**src/rtl/ddfs_iq_sweep.sv**
```systemverilog
// ddfs_iq_sweep: I/Q direct digital frequency synthesiser with config
// handshake, phase offset, phase-continuous retuning and linear chirp mode.
module ddfs_iq_sweep #(
    parameter int ACC_W  = 24,
    parameter int LUT_AW = 8,
    parameter int OUT_W  = 8
) (
    input  logic                    clk,
    input  logic                    reset,
    input  logic                    en,
    input  logic                    cfg_valid,
    output logic                    cfg_ready,
    input  logic                    cfg_mode,
    input  logic [ACC_W-1:0]        cfg_ftw,
    input  logic [ACC_W-1:0]        cfg_step,
    input  logic [ACC_W-1:0]        cfg_stop,
    input  logic [ACC_W-1:0]        cfg_phase,
    output logic                    out_valid,
    output logic signed [OUT_W-1:0] q_sin,
    output logic signed [OUT_W-1:0] q_cos,
    output logic [LUT_AW+1:0]       q_phase,
    output logic                    sweep_done
);

    localparam int N   = 1 << LUT_AW;
    localparam int P   = LUT_AW + 2;
    localparam int MW  = OUT_W - 1;
    localparam int AMP = (1 << (OUT_W - 1)) - 1;

    // Fixed-point Q28 constants for the elaboration-time sine series
    localparam longint ONE     = 64'sd268435456;
    localparam longint HALF_PI = 64'sd421657428;

    typedef struct packed {
        logic             mode;
        logic [ACC_W-1:0] ftw;
        logic [ACC_W-1:0] step;
        logic [ACC_W-1:0] stop;
        logic [ACC_W-1:0] phase;
    } cfg_t;

    // round(AMP * sin(pi/2 * (k + 0.5) / N)) via Taylor series in Q28
    function automatic logic [MW-1:0] lut_val(input int k);
        longint x, x2, term, s, r;
        x    = (HALF_PI * longint'(2 * k + 1)) / longint'(2 * N);
        x2   = (x * x) / ONE;
        term = x;
        s    = x;
        for (int n = 1; n <= 8; n++) begin
            term = -((term * x2) / ONE) / longint'((2 * n) * (2 * n + 1));
            s    = s + term;
        end
        r = (s * longint'(AMP) + ONE / 2) / ONE;
        return r[MW-1:0];
    endfunction

    // Quadrants 1 and 3 read the quarter wave backwards (N-1-k == ~k)
    function automatic logic [LUT_AW-1:0] fold(input logic [P-1:0] i);
        return i[LUT_AW] ? ~i[LUT_AW-1:0] : i[LUT_AW-1:0];
    endfunction

    logic [MW-1:0] rom [N];

    for (genvar g = 0; g < N; g++) begin : g_rom
        localparam logic [MW-1:0] V = lut_val(g);
        assign rom[g] = V;
    end

    logic [ACC_W-1:0] acc_q, acc_d;
    logic [ACC_W-1:0] ftw_q, ftw_d;
    cfg_t             act_q, act_d;
    cfg_t             sh_q, sh_d;
    logic             run_q, run_d;
    logic             pend_q, pend_d;
    logic             rdy_q;
    logic             done_q, done_d;
    logic [ACC_W:0]   sum_w;
    logic [ACC_W:0]   nxt_w;
    logic             apply_w;
    logic             samp_w;
    logic [P-1:0]     si_w;
    logic [P-1:0]     ci_w;

    assign samp_w = en && run_q;
    assign si_w   = P'((acc_q + act_q.phase) >> (ACC_W - P));
    assign ci_w   = {si_w[P-1:P-2] + 2'b01, si_w[LUT_AW-1:0]};

    // Next state: config apply, accumulation, sweep and handshake capture
    always_comb begin
        sum_w   = {1'b0, acc_q} + {1'b0, ftw_q};
        nxt_w   = {1'b0, ftw_q} + {1'b0, act_q.step};
        acc_d   = acc_q;
        ftw_d   = ftw_q;
        act_d   = act_q;
        sh_d    = sh_q;
        run_d   = run_q;
        pend_d  = pend_q;
        done_d  = 1'b0;
        apply_w = 1'b0;
        if (pend_q && !run_q) begin
            apply_w = 1'b1;
            acc_d   = '0;
            run_d   = 1'b1;
        end else if (samp_w) begin
            acc_d = sum_w[ACC_W-1:0];
            if (pend_q && sum_w[ACC_W]) begin
                apply_w = 1'b1;
            end else if (act_q.mode) begin
                if (nxt_w > {1'b0, act_q.stop}) begin
                    ftw_d  = act_q.ftw;
                    done_d = 1'b1;
                end else begin
                    ftw_d = nxt_w[ACC_W-1:0];
                end
            end
        end
        if (apply_w) begin
            act_d  = sh_q;
            ftw_d  = sh_q.ftw;
            pend_d = 1'b0;
        end
        if (cfg_valid && rdy_q) begin
            sh_d   = '{mode: cfg_mode, ftw: cfg_ftw, step: cfg_step,
                       stop: cfg_stop, phase: cfg_phase};
            pend_d = 1'b1;
        end
    end

    // Control state registers
    always_ff @(posedge clk) begin
        if (reset) begin
            acc_q  <= '0;
            ftw_q  <= '0;
            act_q  <= '0;
            sh_q   <= '0;
            run_q  <= 1'b0;
            pend_q <= 1'b0;
            rdy_q  <= 1'b0;
            done_q <= 1'b0;
        end else begin
            acc_q  <= acc_d;
            ftw_q  <= ftw_d;
            act_q  <= act_d;
            sh_q   <= sh_d;
            run_q  <= run_d;
            pend_q <= pend_d;
            rdy_q  <= !pend_d;
            done_q <= done_d;
        end
    end

    logic              v1_q, sn1_q, cn1_q;
    logic [P-1:0]      ph1_q;
    logic [LUT_AW-1:0] sa1_q, ca1_q;

    // S1: capture phase index and folded LUT addresses on sampling edges
    always_ff @(posedge clk) begin
        if (reset) begin
            v1_q  <= 1'b0;
            ph1_q <= '0;
            sa1_q <= '0;
            ca1_q <= '0;
            sn1_q <= 1'b0;
            cn1_q <= 1'b0;
        end else begin
            v1_q <= samp_w;
            if (samp_w) begin
                ph1_q <= si_w;
                sa1_q <= fold(si_w);
                ca1_q <= fold(ci_w);
                sn1_q <= si_w[P-1];
                cn1_q <= ci_w[P-1];
            end
        end
    end

    logic          v2_q, sn2_q, cn2_q;
    logic [P-1:0]  ph2_q;
    logic [MW-1:0] sm2_q, cm2_q;

    // S2: registered ROM read of both magnitudes
    always_ff @(posedge clk) begin
        if (reset) begin
            v2_q  <= 1'b0;
            ph2_q <= '0;
            sm2_q <= '0;
            cm2_q <= '0;
            sn2_q <= 1'b0;
            cn2_q <= 1'b0;
        end else begin
            v2_q <= v1_q;
            if (v1_q) begin
                ph2_q <= ph1_q;
                sm2_q <= rom[sa1_q];
                cm2_q <= rom[ca1_q];
                sn2_q <= sn1_q;
                cn2_q <= cn1_q;
            end
        end
    end

    logic             ov_q;
    logic [OUT_W-1:0] sin_q, cos_q;
    logic [P-1:0]     ph3_q;

    // S3: apply quadrant sign; outputs hold between samples
    always_ff @(posedge clk) begin
        if (reset) begin
            ov_q  <= 1'b0;
            sin_q <= '0;
            cos_q <= '0;
            ph3_q <= '0;
        end else begin
            ov_q <= v2_q;
            if (v2_q) begin
                sin_q <= sn2_q ? -{1'b0, sm2_q} : {1'b0, sm2_q};
                cos_q <= cn2_q ? -{1'b0, cm2_q} : {1'b0, cm2_q};
                ph3_q <= ph2_q;
            end
        end
    end

    assign cfg_ready  = rdy_q;
    assign out_valid  = ov_q;
    assign q_sin      = sin_q;
    assign q_cos      = cos_q;
    assign q_phase    = ph3_q;
    assign sweep_done = done_q;

endmodule

```
**config.mk**
```make
export PLATFORM = sky130hd
export DESIGN_NAME = ddfs_iq_sweep
export DESIGN_NICKNAME = d
export VERILOG_FILES = /design/src/rtl/ddfs_iq_sweep.sv
export SDC_FILE = /design/constraint.sdc
export NUM_CORES = 1
export LEC_CHECK = 0
export ABC_CLOCK_PERIOD_IN_PS = 10600
export BUFFER_PORTS_ARGS = -buffer_cell sky130_fd_sc_hd__buf_2
export CORE_ASPECT_RATIO = 0.5
export CORE_MARGIN = 3
export CORE_UTILIZATION = 40
export DETAILED_ROUTE_END_ITERATION = 6
export PLACE_DENSITY = 0.55
export SYNTH_ARGS = -nofsm -noshare
export SYNTH_HDL_FRONTEND = slang
export SYNTH_SLANG_ARGS = --single-unit
```
**constraint.sdc**
```tcl
create_clock -name clk -period 10.6 [get_ports clk]
set_clock_uncertainty 0.15 [all_clocks]
set_input_delay 1.06 -clock clk [delete_from_list [all_inputs] [get_ports clk]]
set_output_delay 1.06 -clock clk [all_outputs]
set_load 0.03 [all_outputs]
```
# Yosys cells after proc, flatten, opt, wreduce, memory -nomap -nowiden

Memories as Yosys holds them, arrays and structs flattened. A register that Yosys moved wholly into a read port is not among the register bits.
Index checks and enable logic that the tools add are counted.

Bits in registers: 315
Bits in read-only memories: 3,584
Input port bits: 101
Output and inout port bits: 29
Logic and storage cells: 73
Memories: 2

Memory list:

| name             | depth | width | rd ports | clocked after memory_dff | write ports | line | RTL |
|---|---|---|---|---|---|---|---|
| (name not given) | 256   | 7     | 1        | 1                        | 0           | 195  | `cm2_q <= rom[ca1_q];` |
| (name not given) | 256   | 7     | 1        | 1                        | 0           | 194  | `sm2_q <= rom[sa1_q];` |

$add $sub $neg: 6
Order comparisons: 1
Eq/ne operators: 2
Mux-type cells: 16
Bitwise operators: 5
Reductions and logical operators: 11

Operator list:

| kind                | count |
|---|---|
| $mux 24             | 6 |
| $add 24x24->25      | 2 |
| $mux 8              | 4 |
| $gt 25x24->1        | 1 |
| $add 24x24->24      | 1 |
| $not 8->9           | 2 |
| $neg 7->8           | 2 |
| $not 8->8           | 1 |
| $mux 1              | 6 |
| $reduce_or 5->1     | 1 |
| $logic_and 1x1->1   | 4 |
| $ne 2x2->1 const B  | 2 |
| $reduce_and 4->1    | 1 |
| $reduce_bool 2->1   | 2 |
| $add 2x1->2 const B | 1 |
| $logic_not 1->1     | 2 |
| $not 1->1           | 2 |
| $reduce_or 2->1     | 1 |

# Logic depth before layout (Yosys ltp)

Gate-level depths: netlist of run 1.

Word-level depth: 8
Gate-level depth with buffers: 21
Mapped depth without buffers: 18

# Worst setup path after synthesis of run 1

Ideal clock, no wire load.

Kind: register -> register
Start point: register ftw_q[8]
End point: register ftw_q[17]
Setup time: 0.070 ns
Arrival: 4.235 ns
Data required time: 10.380 ns
Setup slack: 6.144 ns
Cell stages (with the launch flop): 21
Path buffers: 2
Period minus slack after synthesis: 4.456 ns
Path through: dfxtp_1 ha_1 a211o_1 or3_1 nor3_1 or2_1 o21a_1 o21a_1 nor3_1 or3_1 ha_1 a2111oi_0 o21ai_0 a21oi_1 mux2i_1 a22oi_1 buf_4 buf_2 nand3b_1 a31o_1 a21oi_1

Cells in the longest elaborated chain, start to end: 8
Elaborated cells on any way between the ends: 18
Those cells by class: add/sub: 2; order compare: 1; eq/ne: 2; mux: 9; reduce/logical: 4

RTL lines:

| element                  | line | RTL |
|---|---|---|
| start: declaration       | 70   | `logic [ACC_W-1:0] ftw_q, ftw_d;` |
| start signal: assignment | 142  | `ftw_q <= ftw_d;` |
| $add 24x24->25           | 91   | `nxt_w = {1'b0, ftw_q} + {1'b0, act_q.step};` |
| $gt 25x24->1             | 109  | `if (nxt_w > {1'b0, act_q.stop}) begin` |
| $mux 24                  | 109  |  |
| $mux 24                  | 108  | `end else if (act_q.mode) begin` |
| $mux 24                  | 106  | `if (pend_q && sum_w[ACC_W]) begin` |
| $mux 24                  | 104  | `end else if (samp_w) begin` |
| $mux 24                  | 100  | `if (pend_q && !run_q) begin` |
| $mux 24                  | 117  | `if (apply_w) begin` |

Parallel ways exist; a longest one is shown, timed or not. The select of a mux whose other input is x is not followed.
A chain may end at the register's enable or synchronous reset.

# Worst setup path after layout of run 1

Start point: register ftw_q[8]
End point: register ftw_q[8]

The elaborated chain is that of the path after synthesis.

==> results of run 1 <==
flip-flops by register name, summed over array words and instances (netlist names), 7 cells and up:
register / cells
act_q: 97
sh_q: 97
acc_q: 24
ftw_q: 24
q_phase: 10
ph1_q: 9
ph2_q: 9
ca1_q: 8
q_cos: 8
q_sin: 8
sa1_q: 8
cm2_q: 7
sm2_q: 7
logic make-up (layout without fill, tap and decap cells):
family          Yosys count  count (layout)  synth area share [%]
flops                   327             327                  36.3
fa+ha+maj               116             116                  8.14
xor+xnor                 55              55                  2.82
mux                      64              64                  3.87
compound gates          704             704                  24.0
buf+inv                 240             282                  5.19
simple gates            846             846                  19.7
critical path: stages (launching register included):
cell and delay [ns]:
dfxtp_1 0.34, ha_1 0.37, a211o_1 0.29, or3_1 0.30
nor3_1 0.26, or2_1 0.23, o21a_1 0.19, o21a_1 0.22
nor3_1 0.09, or3_1 0.36, ha_1 0.20, a2111oi_0 0.33
o21ai_0 0.14, a21oi_1 0.19, mux2i_1 0.16, a22oi_2 0.53
buf_4 0.46, mux2i_1 0.14, a211o_1 0.30, a21oi_1 0.13
layer usage:
layer  wire (um)  vias up  track usage, %
li1            -     8256               -
met1       24900     7366            28.8
met2       21900      342            32.2
met3        2390       45            2.89
met4         849        0            4.04
met5           0        -               0
cells in the mapped netlist, drive strengths merged (19+ instances only):
cell type / count / area, um^2
nand2: 520 / 1950
a21oi: 355 / 1780
dfxtp: 327 / 6550
nor2: 150 / 563
clkbuf: 128 / 482
ha: 114 / 1430
o21ai: 92 / 460
inv: 75 / 282
mux2i: 58 / 581
nand3: 41 / 205
a211oi: 38 / 285
buf: 33 / 158
a21o: 32 / 240
xnor2: 31 / 279
nand2b: 29 / 181
nor3: 29 / 145
xor2: 24 / 229
a31oi: 21 / 131
o211ai: 21 / 158
nor2b: 19 / 119
cells in the final DEF, fill, tap and decap left out, drive strengths merged, types with 8 or more instances in the layout:
| cell type | instances |
|---|---|
| a21oi | 355 |
| a211o | 18 |
| nand3 | 41 |
| nand4 | 8 |
| clkinv | 10 |
| o22ai | 10 |
| o311ai | 10 |
| buf | 148 |
| ha | 114 |
| xor2 | 24 |
| a21o | 32 |
| nand2b | 29 |
| xnor2 | 31 |
| inv | 78 |
| o211ai | 21 |
| and3 | 9 |
| nor3 | 29 |
| or3 | 12 |
| and2 | 9 |
| a311oi | 9 |
| nor2 | 150 |
| nor2b | 19 |
| o31ai | 9 |
| clkbuf | 38 |
| mux2i | 58 |
| dfxtp | 327 |
| o21a | 10 |
| a31oi | 21 |
| nand2 | 520 |
| o21ai | 92 |
| a211oi | 38 |
power by group through the flow:
| stage | clock network, W | logic, W | registers (W) |
|---|---|---|---|
| final | 0.00119 | 0.000378 | 0.00129 |
| after global routing | 0.00128 | 0.000418 | 0.00130 |
| after CTS | 0.00122 | 0.000379 | 0.00129 |
| after detailed placement | 0 | 0.000378 | 0.00132 |
| after global placement | 0 | 0.000374 | 0.00132 |
| after floorplan | 0 | 0.000285 | 0.00131 |
cell type report:
class | count | area [um^2] | area share, %
Tap cell | 588 | 736 | 3.67
Clock inverter | 17 | 240 | 1.20
Inverter | 79 | 297 | 1.48
Sequential cell | 327 | 6550 | 32.7
Clock buffer | 38 | 832 | 4.15
Multi-Input combinational cell | 1785 | 10600 | 52.8
Timing Repair Buffer | 148 | 798 | 3.98
per-stage QoR:
step                      hold WS, ns  cell area (um^2)  power (W)
after floorplan                 0.282             18000    0.00159
after global placement          0.290             19000    0.00169
after detailed placement        0.296             19000    0.00170
after CTS                       0.286             20000    0.00290
after global routing            0.320             20000    0.00299
final                           0.294             20000    0.00286
how the worst min path moves through the flow:
stage	end	slack [ns]
after floorplan	ph1_q[7]	0.28
after global placement	ph1_q[7]	0.29
after detailed placement	act_q[78]	0.30
after CTS	act_q[47]	0.29
after global routing	act_q[78]	0.32
final	act_q[47]	0.29
==> results.txt, run 1 <==
status: finished, final reports clean
Die Height: 156 um
number of synthesized flops with an enable pin: 0
Hold Crit Start: sh_q[47]
WS Path Type: reg -> reg
Seq pwr share: 45.2%
async set-reset flop share out of synthesis: 0%
Syn Area/Cell: 7.66 um^2
unrepaired setup endpoints after global routing: false
setup bufs post-CTS: 0
CP Launch Type: flip-flop
CTS tree: yes
Comb pwr share: 13.2%
ys flop type: dfxtp_1
Placement Setup Slack: 5.15 ns
first drt pass iteration count: 7
CP required: 10.97 ns
nets: 2,589
HP Class: reg -> reg
cell-internal power: 0.00208 W
VDD IR max: 0.135 mV
actual slew at the worst max-slew pin: 1.05 ns
drt via density: 5.37
Initial Util: 40.9%
Inst Count DP: 2,927
Max clock buf depth: 3
hpwl dp: 35.0 mm
post-cts hold buffer count: 0
first-pass GRT wire length: 78.8 mm
Tcrit/Tclk final: 51.8%
r2r setup slk: 5.10 ns
leakage power: 7.86 nW
Cells after Synth: 2,352
number of global-route vias before repair: 14,600
Mapped Nets: 2,569
crit path to: ftw_q[8]
Yosys warnings: 0
WP data arrival: 5.86 ns
final non-filler cell total: 2,982
WL final: 50.0 mm
max-slew violation count: 0
fin crit period: 5.50 ns
final setup margin: 5.10 ns
post-cts sizing count: 0
layout cell share with drive strength beyond 1: 9.31%
total number of vias: 16,000
synthesized area: 18,000 um^2
largest net degree at the start of global routing: 113
routed len/inst: 16.8 um
Finished Core Util: 45.5%
Reg clk slew, reported paths: 0.06 ns
clock power share: 41.6%
Hold Crit Depth: 2
Final setup viols: 0
fill cell count: 4,564
reg2reg start: ftw_q[8]
switch share: 27.2%
# rows: 54
FF+latch count, synth: 327
port buffer count: 129
Sink Count: 327
Num CTS Buffers: 31
CP Max Fanout: 22
R2R cell count: 19
global route overflow: 0
H-tree depth: 1
area delta synth->final: 11.1%
Power Density: 143 nW/um^2
gpl congestion: 0.887
sequential fraction of the synthesis area: 36.3%
critical path capture point type: flip-flop
core area: 44,100 um^2
Final Hold Fails: 0
n_diodes: 0
Slew HR: 29.6%
antenna violations before repair: 0
fmax: 182 MHz
worst skew pair latency: 0.60 ns
DRC viols: 0
die footprint: 47,800 um^2
Initial DRC Count: 1,230
Routed Antenna Nets: 0
Switch Pwr: 0.000780 W
cell chosen for the clock root: clkbuf_16
Synth cell types: 79
Die X: 306 um
overall routing resource usage: 20.1%
FF-to-FF End: ftw_q[8]
TNS Setup: 0 ns
Critical Path Start: ftw_q[8]
Max-Cap Viols: 0
Top Ports: 130
Power figures use the tool's default switching activity.
==> run 2, diff against run 1 <==
Settings changed: ABC_AREA set to 1, ABC_CLOCK_PERIOD_IN_PS 10600 to 4800, PLACE_DENSITY 0.55 to 0.57.
Clock period 10.6 ns to 4.8 ns, I/O delays scaled along.
==> results.txt, run 2 <==
status: finished, final reports clean
Tcrit/Tclk final: 88.1%
Commonest cells post-synth: 499 x nor2_1, 473 x nand2_1, 338 x o21ai_0
# rows: 55
Area contributors post-synth: dfxtp_1 35%, nor2_1 10%, nand2_1 9.5%, o21ai_0 9.0%, ha_1 7.6%
global route overflow: 0
Final setup viols: 0
Slew HR: 32.1%
Num CTS Buffers: 31
most used cells in the layout excluding fill and tap cells: 499 x nor2_1, 472 x nand2_1, 338 x o21ai_0, 327 x dfxtp_1, 284 x inv_1
GR Layer Usage met2: 39.5%
Levels on crit path: 23
CP Buf/Inv Count: 1
sequential fraction of the synthesis area: 34.9%
cells along the critical path: ha_1 -> fa_1 -> nand2_1 -> a21oi_2 -> nand2_1 -> nand2_1 -> nand2_1 -> nand2_1 -> nand2_1 -> nand2_1 -> xor2_1 -> inv_1 -> ha_1 -> a21oi_1 -> o21ai_0 -> nand3_1 -> nor2_1 -> nor3_1 -> nand2_2 -> nand2_4 -> nand2_1 -> nand3_1 -> a21oi_1
Max stage delay on crit path: 0.39 ns
reg2reg start: ftw_q[0]
CP Launch Type: flip-flop
r2r setup slk: 0.57 ns
crit path to: ftw_q[7]
most frequent CP cell: nand2_1
Power Density: 339 nW/um^2
synthesized area: 18,800 um^2
WP data arrival: 4.59 ns
Syn Area/Cell: 6.69 um^2
die footprint: 49,700 um^2
ys flop type: dfxtp_1
leakage power: 10.4 nW
antenna violations before repair: 1
worst skew pair latency: 0.63 ns
Sink Count: 327
async set-reset flop share out of synthesis: 0%
nets: 3,156
FF+latch count, synth: 327
HP Class: in -> reg
critical path capture point type: flip-flop
Critical Path Start: ftw_q[0]
hpwl dp: 43.2 mm
VDD IR max: 0.273 mV
area delta synth->final: 15.6%
total number of vias: 18,600
Reg clk slew, reported paths: 0.08 ns
Max clock buf depth: 3
met3 Use GR: 2.95%
port buffer count: 129
Synth area leader: dfxtp_1
number of global-route vias before repair: 17,600
crit-path leading delay family: simple AND/OR/NAND/NOR gates
Yosys warnings: 0
met1 Use GR: 32.0%
unrepaired setup endpoints after global routing: false
Top Ports: 130
FF-to-FF End: ftw_q[7]
CP Max Fanout: 25
Max-Cap Viols: 0
Synth cell types: 54
first-pass GRT wire length: 95.4 mm
WS Path Type: reg -> reg
most common cell in the netlist: nor2_1
largest registers: act_q x97, sh_q x97
Routed Antenna Nets: 0
actual slew at the worst max-slew pin: 1.02 ns
first drt pass iteration count: 5
total power: 0.00734 W
layout cell share with drive strength beyond 1: 7.84%
routed len/inst: 16.4 um
overall routing resource usage: 23.3%
n_diodes: 0
cell chosen for the clock root: clkbuf_16
fmax: 237 MHz
gpl congestion: 0.958
largest net degree at the start of global routing: 111
DRC viols: 0
Initial Util: 41.0%
Mapped Nets: 3,021
Hold Crit Start: cfg_phase[1]
CP max-delay cell: dfxtp_1
Final Hold Fails: 0
max-slew violation count: 0
most common cell after layout, fill and taps aside: nor2_1
drt via density: 5.19
TNS Setup: 0 ns
fin crit period: 4.23 ns
Most Crowded Layer GR: met2
H-tree depth: 1
fill cell count: 4,822
Initial DRC Count: 1,337
Synth top area share: 34.9%
Cells after Synth: 2,804
number of synthesized flops with an enable pin: 0
R2R cell count: 23
WL final: 59.0 mm
CTS tree: yes
Die Height: 159 um
CP required: 5.17 ns
core area: 45,800 um^2
Die X: 312 um
-- run 2: changes by cell type after synthesis, moves of 47 or more --
cell,before,now
nor2_1,150,499
o21ai_0,88,338
inv_1,75,285
a21oi_1,355,220
nand3_1,41,143
mux2i_1,58,0
nand2_1,520,473
-- run 2: cell families (layout without fill, tap and decap cells) --
logic type,Yosys count,in the layout,share of synthesized area [%]
buf+inv,430,587,8.99
flops,327,327,34.9
compound gates,679,679,19.7
fa+ha+maj,116,116,7.82
xor+xnor,45,45,2.10
simple gates,1207,1207,26.4
-- run 2: cell type report --
type                            count  area (um^2)  area share, %
Clock buffer                       41          873           4.03
Clock inverter                     14          149          0.687
Inverter                          296         1120           5.16
Multi-Input combinational cell   2047        10500           48.5
Sequential cell                   327         6550           30.2
Tap cell                          627          785           3.62
Timing Repair Buffer              236         1680           7.77
-- run 2: through the flow --
step / area (um^2) / hold slack, ns / instances / setup WS (ns) / utilization, %
after global routing: 21700 / 0.0178 / 3588 / 0.116 / 47.4
after detailed placement: 19800 / 0.302 / 3444 / 0.453 / 43.2
final: 21700 / 0.0278 / 3588 / 0.573 / 47.4
after floorplan: 18800 / 0.285 / 2804 / 1.51 / -
after CTS: 21700 / 0.00374 / 3588 / 0.450 / 47.4
after global placement: 19800 / 0.300 / 3444 / 0.507 / 43.2
-- run 2: worst min-delay path, delay by kind of cell --
| kind | cells | cell delay [ns] |
|---|---|---|
| AO/OA/AOI/OAI | 1 | 0.09 |
| buffers and inverters | 1 | 0.07 |
| AND/OR/NAND/NOR | 1 | 0.10 |
-- run 2: worst min-delay path by stage --
stage	to	slack [ns]	cells after the start
after floorplan	act_q[28]	0.29	2
after global placement	act_q[82]	0.30	2
after detailed placement	act_q[79]	0.30	2
after CTS	sh_q[96]	0.004	3
after global routing	sh_q[1]	0.02	3
final	sh_q[1]	0.03	3
-- run 2: routing by layer --
| metal | routed length [um] | part of all wire [%] | vias up |
|---|---|---|---|
| met1 | 28100 | 48 | 8595 |
| met3 | 2500 | 4.2 | 81 |
| met4 | 1090 | 1.8 | 2 |
| li1 | - | - | 9518 |
| met5 | 9 | 0.015 | - |
| met2 | 27200 | 46 | 418 |
-- run 2: what timing repair did --
item,CTS,global route
resized for setup,0,1
setup buffers,0,0
endpoints found under the setup margin,0,23
endpoints found under the hold margin,89,0
hold buffers,89,0
-- run 2: power by group --
group          leakage (nW)  internal (W)  switching (W)
combinational          7.22      0.000634        0.00112
sequential             2.67       0.00289       0.000176
clock                 0.497       0.00139        0.00113
total                  10.4       0.00491        0.00243
==> run 3, diff against run 2 <==
Settings changed: ABC_AREA 1 to not set.
==> results.txt, run 3 (synthesized netlist as in run 1, its figures left out) <==
Finished Core Util: 48.5%
cells along the critical path: ha_4 -> a211o_1 -> or3_4 -> nor3_4 -> o31ai_2 -> a211o_1 -> xor2_1 -> ha_1 -> nand4_1 -> or4_4 -> nor4_2 -> mux2i_2 -> a22oi_2 -> buf_6 -> clkbuf_16 -> mux2i_1 -> a211o_1 -> a21oi_2
critical path capture point type: flip-flop
Slew HR: 27.6%
fill cell count: 4,396
Routed Antenna Nets: 0
status: finished, final reports clean
Hold Crit Start: cfg_ftw[10]
reg2reg start: act_q[56]
overall routing resource usage: 20.7%
Die X: 306 um
max-slew violation count: 0
fin crit period: 4.65 ns
Initial DRC Count: 1,297
worst hold margin: 0.0303 ns
antenna violations before repair: 0
cell chosen for the clock root: clkbuf_16
WL final: 51.6 mm
r2r setup slk: 0.15 ns
CP max-delay cell: or4_4
Max-Cap Viols: 0
most used cells in the layout excluding fill and tap cells: 518 x nand2_1, 350 x a21oi_1, 324 x dfxtp_1, 148 x nor2_1, 128 x buf_2
die footprint: 47,800 um^2
nets: 2,715
largest registers: act_q x97, sh_q x97
Die Height: 156 um
CP Launch Type: flip-flop
number of global-route vias before repair: 15,500
Final Hold Fails: 0
leakage power: 8.40 nW
Tcrit/Tclk final: 97.0%
Hold Crit Depth: 3
final setup margin: 0.145 ns
TNS Setup: 0 ns
global route overflow: 0
first-pass GRT wire length: 82.1 mm
CP Max Fanout: 5
H-tree depth: 1
core area: 44,100 um^2
gpl congestion: 0.900
CP required: 5.16 ns
VDD IR max: 0.242 mV
# rows: 54
Initial Util: 40.9%
Top Ports: 130
area delta synth->final: 18.6%
hpwl dp: 35.6 mm
CTS tree: yes
port buffer count: 129
R2R cell count: 18
HP Class: in -> reg
most common cell after layout, fill and taps aside: nand2_1
most frequent CP cell: a211o_1
WS Path Type: reg -> reg
drt via density: 5.34
FF-to-FF End: ftw_q[6]
largest net degree at the start of global routing: 105
Max stage delay on crit path: 0.57 ns
Sink Count: 327
Power Density: 297 nW/um^2
total number of vias: 16,600
worst skew pair latency: 0.58 ns
Reg clk slew, reported paths: 0.07 ns
fmax: 215 MHz
layout cell share with drive strength beyond 1: 11.2%
Num CTS Buffers: 31
total power: 0.00634 W
routed len/inst: 16.6 um
actual slew at the worst max-slew pin: 1.09 ns
first drt pass iteration count: 5
DRC viols: 0
WP data arrival: 5.02 ns
Final setup viols: 0
Max clock buf depth: 3
Placement Setup Slack: -0.00841 ns
Worst Hold End: sh_q[82]
==> run 3: changes by cell type in the layout (fill, tap and decap cells not counted), sizes merged, moves of 28 or more <==
cell,before,now
inv,293,77
a21oi,223,355
nand3,148,41
o21ai,344,92
mux2i,0,58
nor2,500,150
buf,147,180
nand2b,1,29
a211oi,7,38
nand2,479,520
==> run 3: power breakdown <==
group	switching, W	internal [W]	leakage [nW]
combinational	0.000577	0.000486	5.27
sequential	0.0000732	0.00278	2.65
clock	0.00109	0.00133	0.484
total	0.00174	0.00460	8.40
==> run 3: worst max path at each step <==
stage / startpoint / end / slack [ns] / cells past startpoint
2_1_floorplan: ftw_q[8] / ftw_q[17] / 0.34 / 20
3_3_place_gp: ftw_q[8] / ftw_q[18] / 0.04 / 19
3_5_place_dp: ftw_q[7] / ftw_q[18] / -0.008 / 19
4_1_cts: ftw_q[8] / ftw_q[7] / 0.02 / 20
5_1_grt: act_q[56] / ftw_q[6] / -0.03 / 18
6_report: act_q[56] / ftw_q[6] / 0.15 / 18
==> run 3: final cells by class <==
class                           instances  area (um^2)  area share [%]
Antenna cell                            2         5.00          0.0234
Clock buffer                           45          878            4.11
Clock inverter                         12          103           0.480
Inverter                               79          297            1.39
Multi-Input combinational cell       1785        10800            50.3
Sequential cell                       327         6550            30.7
Tap cell                              588          736            3.44
Timing Repair Buffer                  274         2050            9.58
==> run 3: worst max-delay path: cells and delay by family, from the launching register on <==
family / cells / cell delay, ns
fa+ha+maj: 2 / 0.54
xor+xnor: 1 / 0.18
mux: 2 / 0.21
simple gates: 5 / 1.45
compound gates: 6 / 1.37
flops: 1 / 0.33
buf+inv: 2 / 0.35
==> run 3: metal layers <==
layer / global-route usage (%) / routed length (um) / share of wire [%] / up-vias
met3: 2.67 / 2120 / 4.1 / 65
li1: - / - / - / 8496
met5: 0 / 0 / 0 / -
met2: 33.9 / 23000 / 45 / 329
met1: 29.4 / 25600 / 50 / 7732
met4: 4.29 / 937 / 1.8 / 0
==> run 3: what timing repair did <==
item                                    4_1_cts  5_1_grt
endpoints found under the setup margin        6       25
hold buffers                                 93        0
pin swaps                                     1       22
gates cloned                                  0        1
buffers inserted                              1        3
hold endpoints to repair                     93        0
gates resized for setup                       0       40
==> run 3: per-stage QoR <==
step / area, um^2 / std cells
final: 21400 / 3112
after global routing: 21400 / 3110
after CTS: 21100 / 3106
after detailed placement: 19200 / 2955
after global placement: 19200 / 2955
after floorplan: 18000 / 2352
